### config.mk
export PLATFORM = sky130hd
export DESIGN_NAME = write_data_aligner
export DESIGN_NICKNAME = d
export VERILOG_FILES = /design/src/rtl/sram_cfg_pkg.sv /design/src/rtl/lane_replicator.sv /design/src/rtl/write_data_aligner.sv
export SDC_FILE = /design/constraint.sdc
export NUM_CORES = 1
export LEC_CHECK = 0
export ABC_AREA = 1
export ABC_CLOCK_PERIOD_IN_PS = 3900
export BUFFER_PORTS_ARGS = -buffer_cell sky130_fd_sc_hd__clkbuf_2
export CORE_MARGIN = 1
export CORE_UTILIZATION = 55
export CTS_BUF_LIST = sky130_fd_sc_hd__clkbuf_4 sky130_fd_sc_hd__clkbuf_8
export CTS_CLUSTER_DIAMETER = 200
export DETAILED_ROUTE_END_ITERATION = 10
export PLACE_DENSITY = 0.87
export SYNTH_ARGS = -nofsm -noshare
export SYNTH_HDL_FRONTEND = slang
export SYNTH_SLANG_ARGS = --single-unit
export TNS_END_PERCENT = 1
### constraint.sdc
create_clock -name clk -period 3.9 [get_ports clk]
set_input_delay 0.195 -clock clk [delete_from_list [all_inputs] [get_ports clk]]
set_output_delay 0.195 -clock clk [all_outputs]
set_load 0.005 [all_outputs]
### src/rtl/sram_cfg_pkg.sv
// Shared definitions for the configurable-aspect-ratio SRAM write path.
package sram_cfg_pkg;

  localparam int SRAM_DATA_W = 32;

  // Mode k: element width SRAM_DATA_W >> k, 2^k lanes per word
  typedef enum logic [2:0] {
    CONF_X32 = 3'd0,
    CONF_X16 = 3'd1,
    CONF_X8  = 3'd2,
    CONF_X4  = 3'd3,
    CONF_X2  = 3'd4,
    CONF_X1  = 3'd5
  } conf_e;

endpackage

### src/rtl/lane_replicator.sv
// Combinational element replication and one-lane bit write mask for every mode.
module lane_replicator
  import sram_cfg_pkg::*;
#(
  parameter int DATA_W = SRAM_DATA_W,
  localparam int SEL_W = $clog2(DATA_W),
  localparam int CONF_W = $clog2(SEL_W + 1)
) (
  input  logic [DATA_W-1:0] data,
  input  logic [SEL_W-1:0]  sel,
  input  logic [CONF_W-1:0] mode,
  output logic [DATA_W-1:0] din,
  output logic [DATA_W-1:0] wmask
);

  logic [DATA_W-1:0] rep [SEL_W+1];
  logic [DATA_W-1:0] msk [SEL_W+1];

  // Every mode is built in parallel; mode only steers the final mux.
  for (genvar k = 0; k <= SEL_W; k++) begin : g_mode
    localparam int EW = DATA_W >> k;
    localparam int LANES = 1 << k;
    logic [SEL_W-1:0] lane;

    if (k == 0) begin : g_full
      assign lane = '0;
    end else begin : g_part
      assign lane = sel & SEL_W'((1 << k) - 1);
    end

    for (genvar l = 0; l < LANES; l++) begin : g_lane
      assign rep[k][l*EW +: EW] = data[EW-1:0];
      assign msk[k][l*EW +: EW] = {EW{lane == SEL_W'(l)}};
    end
  end

  always_comb begin
    din   = rep[mode];
    wmask = msk[mode];
  end

endmodule

### src/rtl/write_data_aligner.sv
// Registered write-data front end: replicates the active element, builds the lane
// mask, and holds aspect-ratio changes until no write of the old ratio is in flight.
module write_data_aligner
  import sram_cfg_pkg::*;
#(
  parameter int DATA_W = SRAM_DATA_W,
  localparam int SEL_W = $clog2(DATA_W),
  localparam int CONF_W = $clog2(SEL_W + 1)
) (
  input  logic              clk,
  input  logic              reset,
  input  logic              cfg_load,
  input  logic [CONF_W-1:0] cfg_conf,
  output logic              cfg_busy,
  output logic              cfg_err,
  input  logic              in_valid,
  output logic              in_ready,
  input  logic [DATA_W-1:0] in_data,
  input  logic [SEL_W-1:0]  in_sel,
  output logic              out_valid,
  input  logic              out_ready,
  output logic [DATA_W-1:0] out_din,
  output logic [DATA_W-1:0] out_wmask,
  output logic [CONF_W-1:0] out_conf
);

  function automatic logic [CONF_W-1:0] conf_clamp(input logic [CONF_W-1:0] c);
    if (int'(c) > SEL_W) return CONF_W'(SEL_W);
    return c;
  endfunction

  logic [CONF_W-1:0] act, pend;
  logic              busy, err;
  logic              vld_p1;
  logic [DATA_W-1:0] din_p0, wmask_p0, din_p1, wmask_p1;
  logic [CONF_W-1:0] conf_p1;
  logic              in_fire, out_fire;

  // Stage p0: combinational formatting under the active mode
  lane_replicator #(.DATA_W(DATA_W)) u_rep (
    .data  (in_data),
    .sel   (in_sel),
    .mode  (act),
    .din   (din_p0),
    .wmask (wmask_p0)
  );

  assign in_ready = !reset && !busy && (!vld_p1 || out_ready);
  assign in_fire  = in_valid && in_ready;
  assign out_fire = vld_p1 && out_ready;

  // Stage p1: output register and configuration state
  always_ff @(posedge clk) begin
    if (reset) begin
      vld_p1   <= 1'b0;
      din_p1   <= '0;
      wmask_p1 <= '0;
      conf_p1  <= '0;
      act      <= '0;
      pend     <= '0;
      busy     <= 1'b0;
      err      <= 1'b0;
    end else begin
      if (in_fire) begin
        vld_p1   <= 1'b1;
        din_p1   <= din_p0;
        wmask_p1 <= wmask_p0;
        conf_p1  <= act;
      end else if (out_fire) begin
        vld_p1 <= 1'b0;
      end

      // A fresh load outranks a same-cycle apply of the previous pending code.
      if (cfg_load) begin
        pend <= conf_clamp(cfg_conf);
        busy <= 1'b1;
        if (int'(cfg_conf) > SEL_W) err <= 1'b1;
      end else if (busy && (!vld_p1 || out_fire)) begin
        act  <= pend;
        busy <= 1'b0;
      end
    end
  end

  assign cfg_busy  = busy;
  assign cfg_err   = err;
  assign out_valid = vld_p1;
  assign out_din   = din_p1;
  assign out_wmask = wmask_p1;
  assign out_conf  = conf_p1;

endmodule

-- Yosys cells after proc, flatten, opt, wreduce, memory -nomap -nowiden
Index checks and enable logic that the tools add are counted.
- register bits after elaboration: 76
- input bits: 45
- output and inout bits: 71
- word-level logic and storage cells: 102
- $lt $le $gt $ge: 2
- equal/unequal tests: 56
- multiplexer cells: 15
- bitwise operators: 2
- reductions and logical operators: 19
- operators by type and width (cell ; count):
    $bmux W32 S3 ; 2
    $mux W32 ; 4
    $eq A5 B5 Y1 const B ; 16
    $eq A5 B4 Y1 const B ; 8
    $eq A4 B4 Y1 const B ; 8
    $logic_not A5 Y1 ; 5
    $eq A5 B3 Y1 const B ; 4
    $eq A4 B3 Y1 const B ; 4
    $eq A3 B3 Y1 const B ; 4
    $eq A5 B2 Y1 const B ; 2
    $eq A4 B2 Y1 const B ; 2
    $mux W1 ; 7
    $eq A3 B2 Y1 const B ; 2
    $mux W3 ; 2
    $eq A5 B1 Y1 const B ; 1
    $logic_and A1 B1 Y1 ; 5
    $eq A2 B2 Y1 const B ; 2
    $eq A4 B1 Y1 const B ; 1
    $ge A4 B4 Y1 const B ; 1
    $not A3 Y4 ; 1
    $reduce_and A2 Y1 ; 2
    $reduce_bool A2 Y1 ; 2
    $eq A3 B1 Y1 const B ; 1
    $gt A3 B3 Y1 const B ; 1
    other kinds (4) ; 7

-- Depth between registers and ports, before layout
- word-level depth: 5
- depth in mapped cells: 10
- mapped depth without buffers: 9

-- Cells and area by module
Synthesis repeated with hierarchy kept, for this count alone.
- cells, all modules: 959
- area, all modules: 5298.8 sq um
- modules (own cells, without submodules) (module ; instances ; cells an instance ; area an instance (sq um) ; seq. area each (sq um)):
    write_data_aligner ; 1 ; 620 ; 3812.4 ; 1521.5
    lane_replicator ; 1 ; 339 ; 1486.4 ; 0.0

-- Worst setup path after synthesis
OpenSTA, ideal clock, no wires.
- kind: flip-flop to flip-flop
- from: register act[1]
- to: register din_p1[17] (netlist: out_din[17])
- library setup time: 126 ps
- arrival: 1141 ps
- required time: 3774 ps
- setup slack: 2633 ps
- cell stages (with the launch flop): 10
- path buffers: 2
- period minus slack after synthesis: 1267 ps
- cells stage by stage: dfxtp_1 -> buf_2 -> inv_2 -> nand2_2 -> inv_1 -> nand2_1 -> nand2_2 -> inv_1 -> buf_2 -> a31oi_1
- cells in the longest elaborated chain, start to end: 4
- ends and longest elaborated chain (what ; line ; source):
    start: declaration ; write_data_aligner.sv:32 ; logic [CONF_W-1:0] act, pend;
    start signal: assignment ; write_data_aligner.sv:79 ; act <= pend;
    $not A3 Y4 (not written as such) ; lane_replicator.sv:38 ; din = rep[mode];
    $bmux W32 S3 ; lane_replicator.sv:38 ;
    $mux W32 (not written as such) (2 in series) ; lane_replicator.sv:38 ;
    end signal: assignment ; write_data_aligner.sv:66 ; din_p1 <= din_p0;
    end: declaration ; write_data_aligner.sv:35 ; logic [DATA_W-1:0] din_p0, wmask_p0, din_p1, wmask_p1;
No other way between the ends. The select of a mux whose other input is x is not followed.
A chain may end at the register's enable or synchronous reset.

-- Final worst setup path
- from: register act[0]
- to: register wmask_p1[9] (netlist: out_wmask[9])
- cells in the longest elaborated chain, start to end: 4
- ends and longest elaborated chain (what ; line ; source):
    $not A3 Y4 (not written as such) ; lane_replicator.sv:39 ; wmask = msk[mode];
    $bmux W32 S3 ; lane_replicator.sv:39 ;
    $mux W32 (not written as such) (2 in series) ; lane_replicator.sv:39 ;
    end signal: assignment ; write_data_aligner.sv:67 ; wmask_p1 <= wmask_p0;
    end: declaration ; write_data_aligner.sv:35 ;
No other way between the ends. The select of a mux whose other input is x is not followed.

==> key figures <==
Detailed routing
  • DRT Pass-1 Iters: 5
  • DR vias/cell: 5.61
  • Via count: 4,542
  • Post-route ant nets: 0
  • Number of DRC markers in iteration 0: 385
  • Total Wirelength: 11,500 um
  • Routed len/inst: 14.2 um
  • DR DRC count: 0

Die
  • Row cnt: 30
  • Die height: 87.3 um
  • Std-Cell Core Area: 0.00691 mm2
  • Die area: 0.00763 mm2
  • Initial Util: 58.0%
  • Chip width: 87.3 um
  • # IOs: 116

STA
  • Post-route setup slack: 1460 ps
  • Setup_tns: 0 ps
  • Final critical-path required period: 2440 ps
  • Hold Violations, Final: 0
  • Fmax: 410 MHz
  • Final Skew: 8.56 ps
  • WHS: 80.8 ps
  • Endpoints failing setup: 0
  • Slew of the pin with the lowest slew margin: 1060 ps
  • Final-report max-slew violation count: 0
  • RSZ-0062 raised after global routing: false
  • Final period utilization: 62.6%
  • Max-slew headroom: 29.1%

Clock tree
  • Number of H-tree levels: 3
  • CTS Root Cell: clkbuf_8
  • CTS Sinks: 76
  • Clock buffer depth: 2
  • Hold_buf cts: 0
  • Clk_lat worst skew: 360 ps
  • Post-CTS setup buffers: 0
  • CTS tree: yes
  • Post-cts sizing count: 0
  • Clock buffer count from CTS: 9
  • Clock-pin slew on the worst setup and hold paths: 80 ps

Power
  • Switching Fraction: 30.2%
  • Clock share of power: 33.9%
  • LEAKAGE: 2.33 nW
  • Combinational power share: 18.6%
  • Pwr Density: 382 mW/mm2
  • Int Power: 1.27 mW
  • NetSw: 548 uW
  • Sequential fraction of design power: 47.5%
  • Pwr Total: 1.81 mW
  • VDD IR max: 0.000197 V

Worst hold path
  • Hold Path Origin: in_data[17]
  • HP Class: input pin to register
  • Hold endpoint: out_din[17]
  • Hold path depth: 3

Critical path
  • CP Max Fanout: 47
  • Crit start category: register
  • CP endpoint kind: register
  • Worst Path Class, Setup: register to register
  • Crit Reg-Reg Startpoint: act[0]
  • Top Family by Delay on Critical Path: buffers and inverters
  • Crit path top cell by count: nand2_1
  • Internal reg-to-reg setup slack: 1460 ps
  • Arr. time, crit path: 2720 ps
  • Worst R2R End: out_wmask[9]
  • CP max stage cell: clkinv_1
  • Worst path max stage delay: 750 ps
  • CP required: 4180 ps
  • CP bufs+invs: 2
  • Worst-case reg-to-reg path depth: 9
  • CP cell instances: buf_4, clkinv_1, nor2_1, nand2_1, nand2_1, nand2_1, nand2_1, nand2_1, a21oi_1

Synthesis
  • Sequential area share after synthesis: 38.0%
  • Top-area cell type share of the netlist area: 38.0%
  • YS warnings: 0
  • Post-synthesis register bit count: 76
  • Post-synth net total: 661
  • Syn avg cell area: 6.50 um2
  • Synthesized area: 0.00401 mm2
  • Synth Instances: 616
  • Yosys cell types: 28
  • Synth area leaders: dfxtp_1 (38%), nand2_1 (15%), o21ai_0 (12%)
  • Cell type with the highest aggregate area in the netlist: dfxtp_1

Cells and area
  • Final Cell Area: 0.00474 mm2
  • Fin nets: 753
  • Antenna cell count: 0
  • Most frequent cells in the layout: nand2_1 (159), clkbuf_2 (115), o21ai_0 (97)
  • Most common cell after layout, fill and taps aside: nand2_1
  • Fin cells: 809
  • Final Util: 68.7%
  • Area Growth Syn to Fin: 18.4%
  • Fraction of layout cells with a size suffix above 1: 21.9%

Job
  • Max Cap Viol: 0

GRT
  • Total track usage: 30.7%
  • Initial antenna violation count: 0
  • Vias in the first global route: 4,015
  • Gr ovfl total: 0
  • Largest net degree at the start of global routing: 65
  • First-pass GRT wire length: 18,300 um

Outcome
  • Status: finished clean

Placed design
  • Port bufs: 115
  • Pre-CTS setup slack: 1550 ps
  • Routability Congestion: 0.916
  • DP Cell Count: 793
  • Final HPWL DP: 7870 um
  • Cell Area, Placed: 0.00454 mm2
-- worst max path at each step --
stage | end | cells after the start | start | slack [ps]
2_1_floorplan | out_din[17] | 9 | act[1] | 2630
3_3_place_gp | out_wmask[14] | 9 | act[0] | 1600
3_5_place_dp | out_din[22] | 8 | reset | 1550
4_1_cts | out_wmask[9] | 9 | act[0] | 1520
5_1_grt | out_wmask[13] | 9 | act[0] | 1180
6_report | out_wmask[9] | 9 | act[0] | 1460
-- cell type report --
| cell class | count | area (um2) |
|---|---|---|
| Fill cell | 650 | 2160 |
| Multi-Input combinational cell | 452 | 2110 |
| Sequential cell | 76 | 1520 |
| Timing Repair Buffer | 119 | 606 |
| Inverter | 50 | 188 |
| Clock buffer | 11 | 139 |
| Tap cell | 96 | 120 |
| Clock inverter | 5 | 61.3 |
-- worst reg2reg max path, delay by kind of cell (launching register included) --
family / cells / cell delay (ps)
buffers and inverters: 2 / 1140
and+or+nand+nor: 6 / 700
DFF: 1 / 310
AOI/OAI and AO/OA: 1 / 200
-- power groups by stage --
stage          clock network (mW)  logic [mW]  registers, mW
4_1_cts                     0.615       0.335          0.860
5_1_grt                     0.654       0.378          0.866
6_report                    0.615       0.338          0.861
3_5_place_dp                    0       0.332          0.877
2_1_floorplan                   0       0.209          0.877
3_3_place_gp                    0       0.325          0.876
-- metal layers --
metal | track usage (%) | vias up | wire length [um]
met1 | 38.2 | 2070 | 4630
met5 | 0 | - | 0
met2 | 53.1 | 237 | 5710
met4 | 10.9 | 0 | 202
met3 | 5.50 | 25 | 971
li1 | - | 2210 | -
-- cells in the mapped netlist (all sizes together) --
library cell  number
nor2              68
nand3             34
clkinv             1
clkbuf            14
o21ai             99
inv               49
o211ai             2
a21oi             63
a211oi             3
a31oi              4
o22ai              8
dfxtp             76
o21a               6
nor3               1
nand4              1
nand2            162
buf               24
and2               1
-- sequential cells by signal (all words and copies together), names as in the netlist --
signal / flops
out_din: 32
pend: 3
cfg_busy: 1
out_conf: 3
act: 3
out_valid: 1
cfg_err: 1
out_wmask: 32
-- logic make-up after synthesis --
kind of cell,Yosys count,synth area share [%]
AOI/OAI and AO/OA,185,24.4
buffers and inverters,88,9.40
DFF,76,38.0
and+or+nand+nor,267,28.2
(Power assumes the default switching activity.)
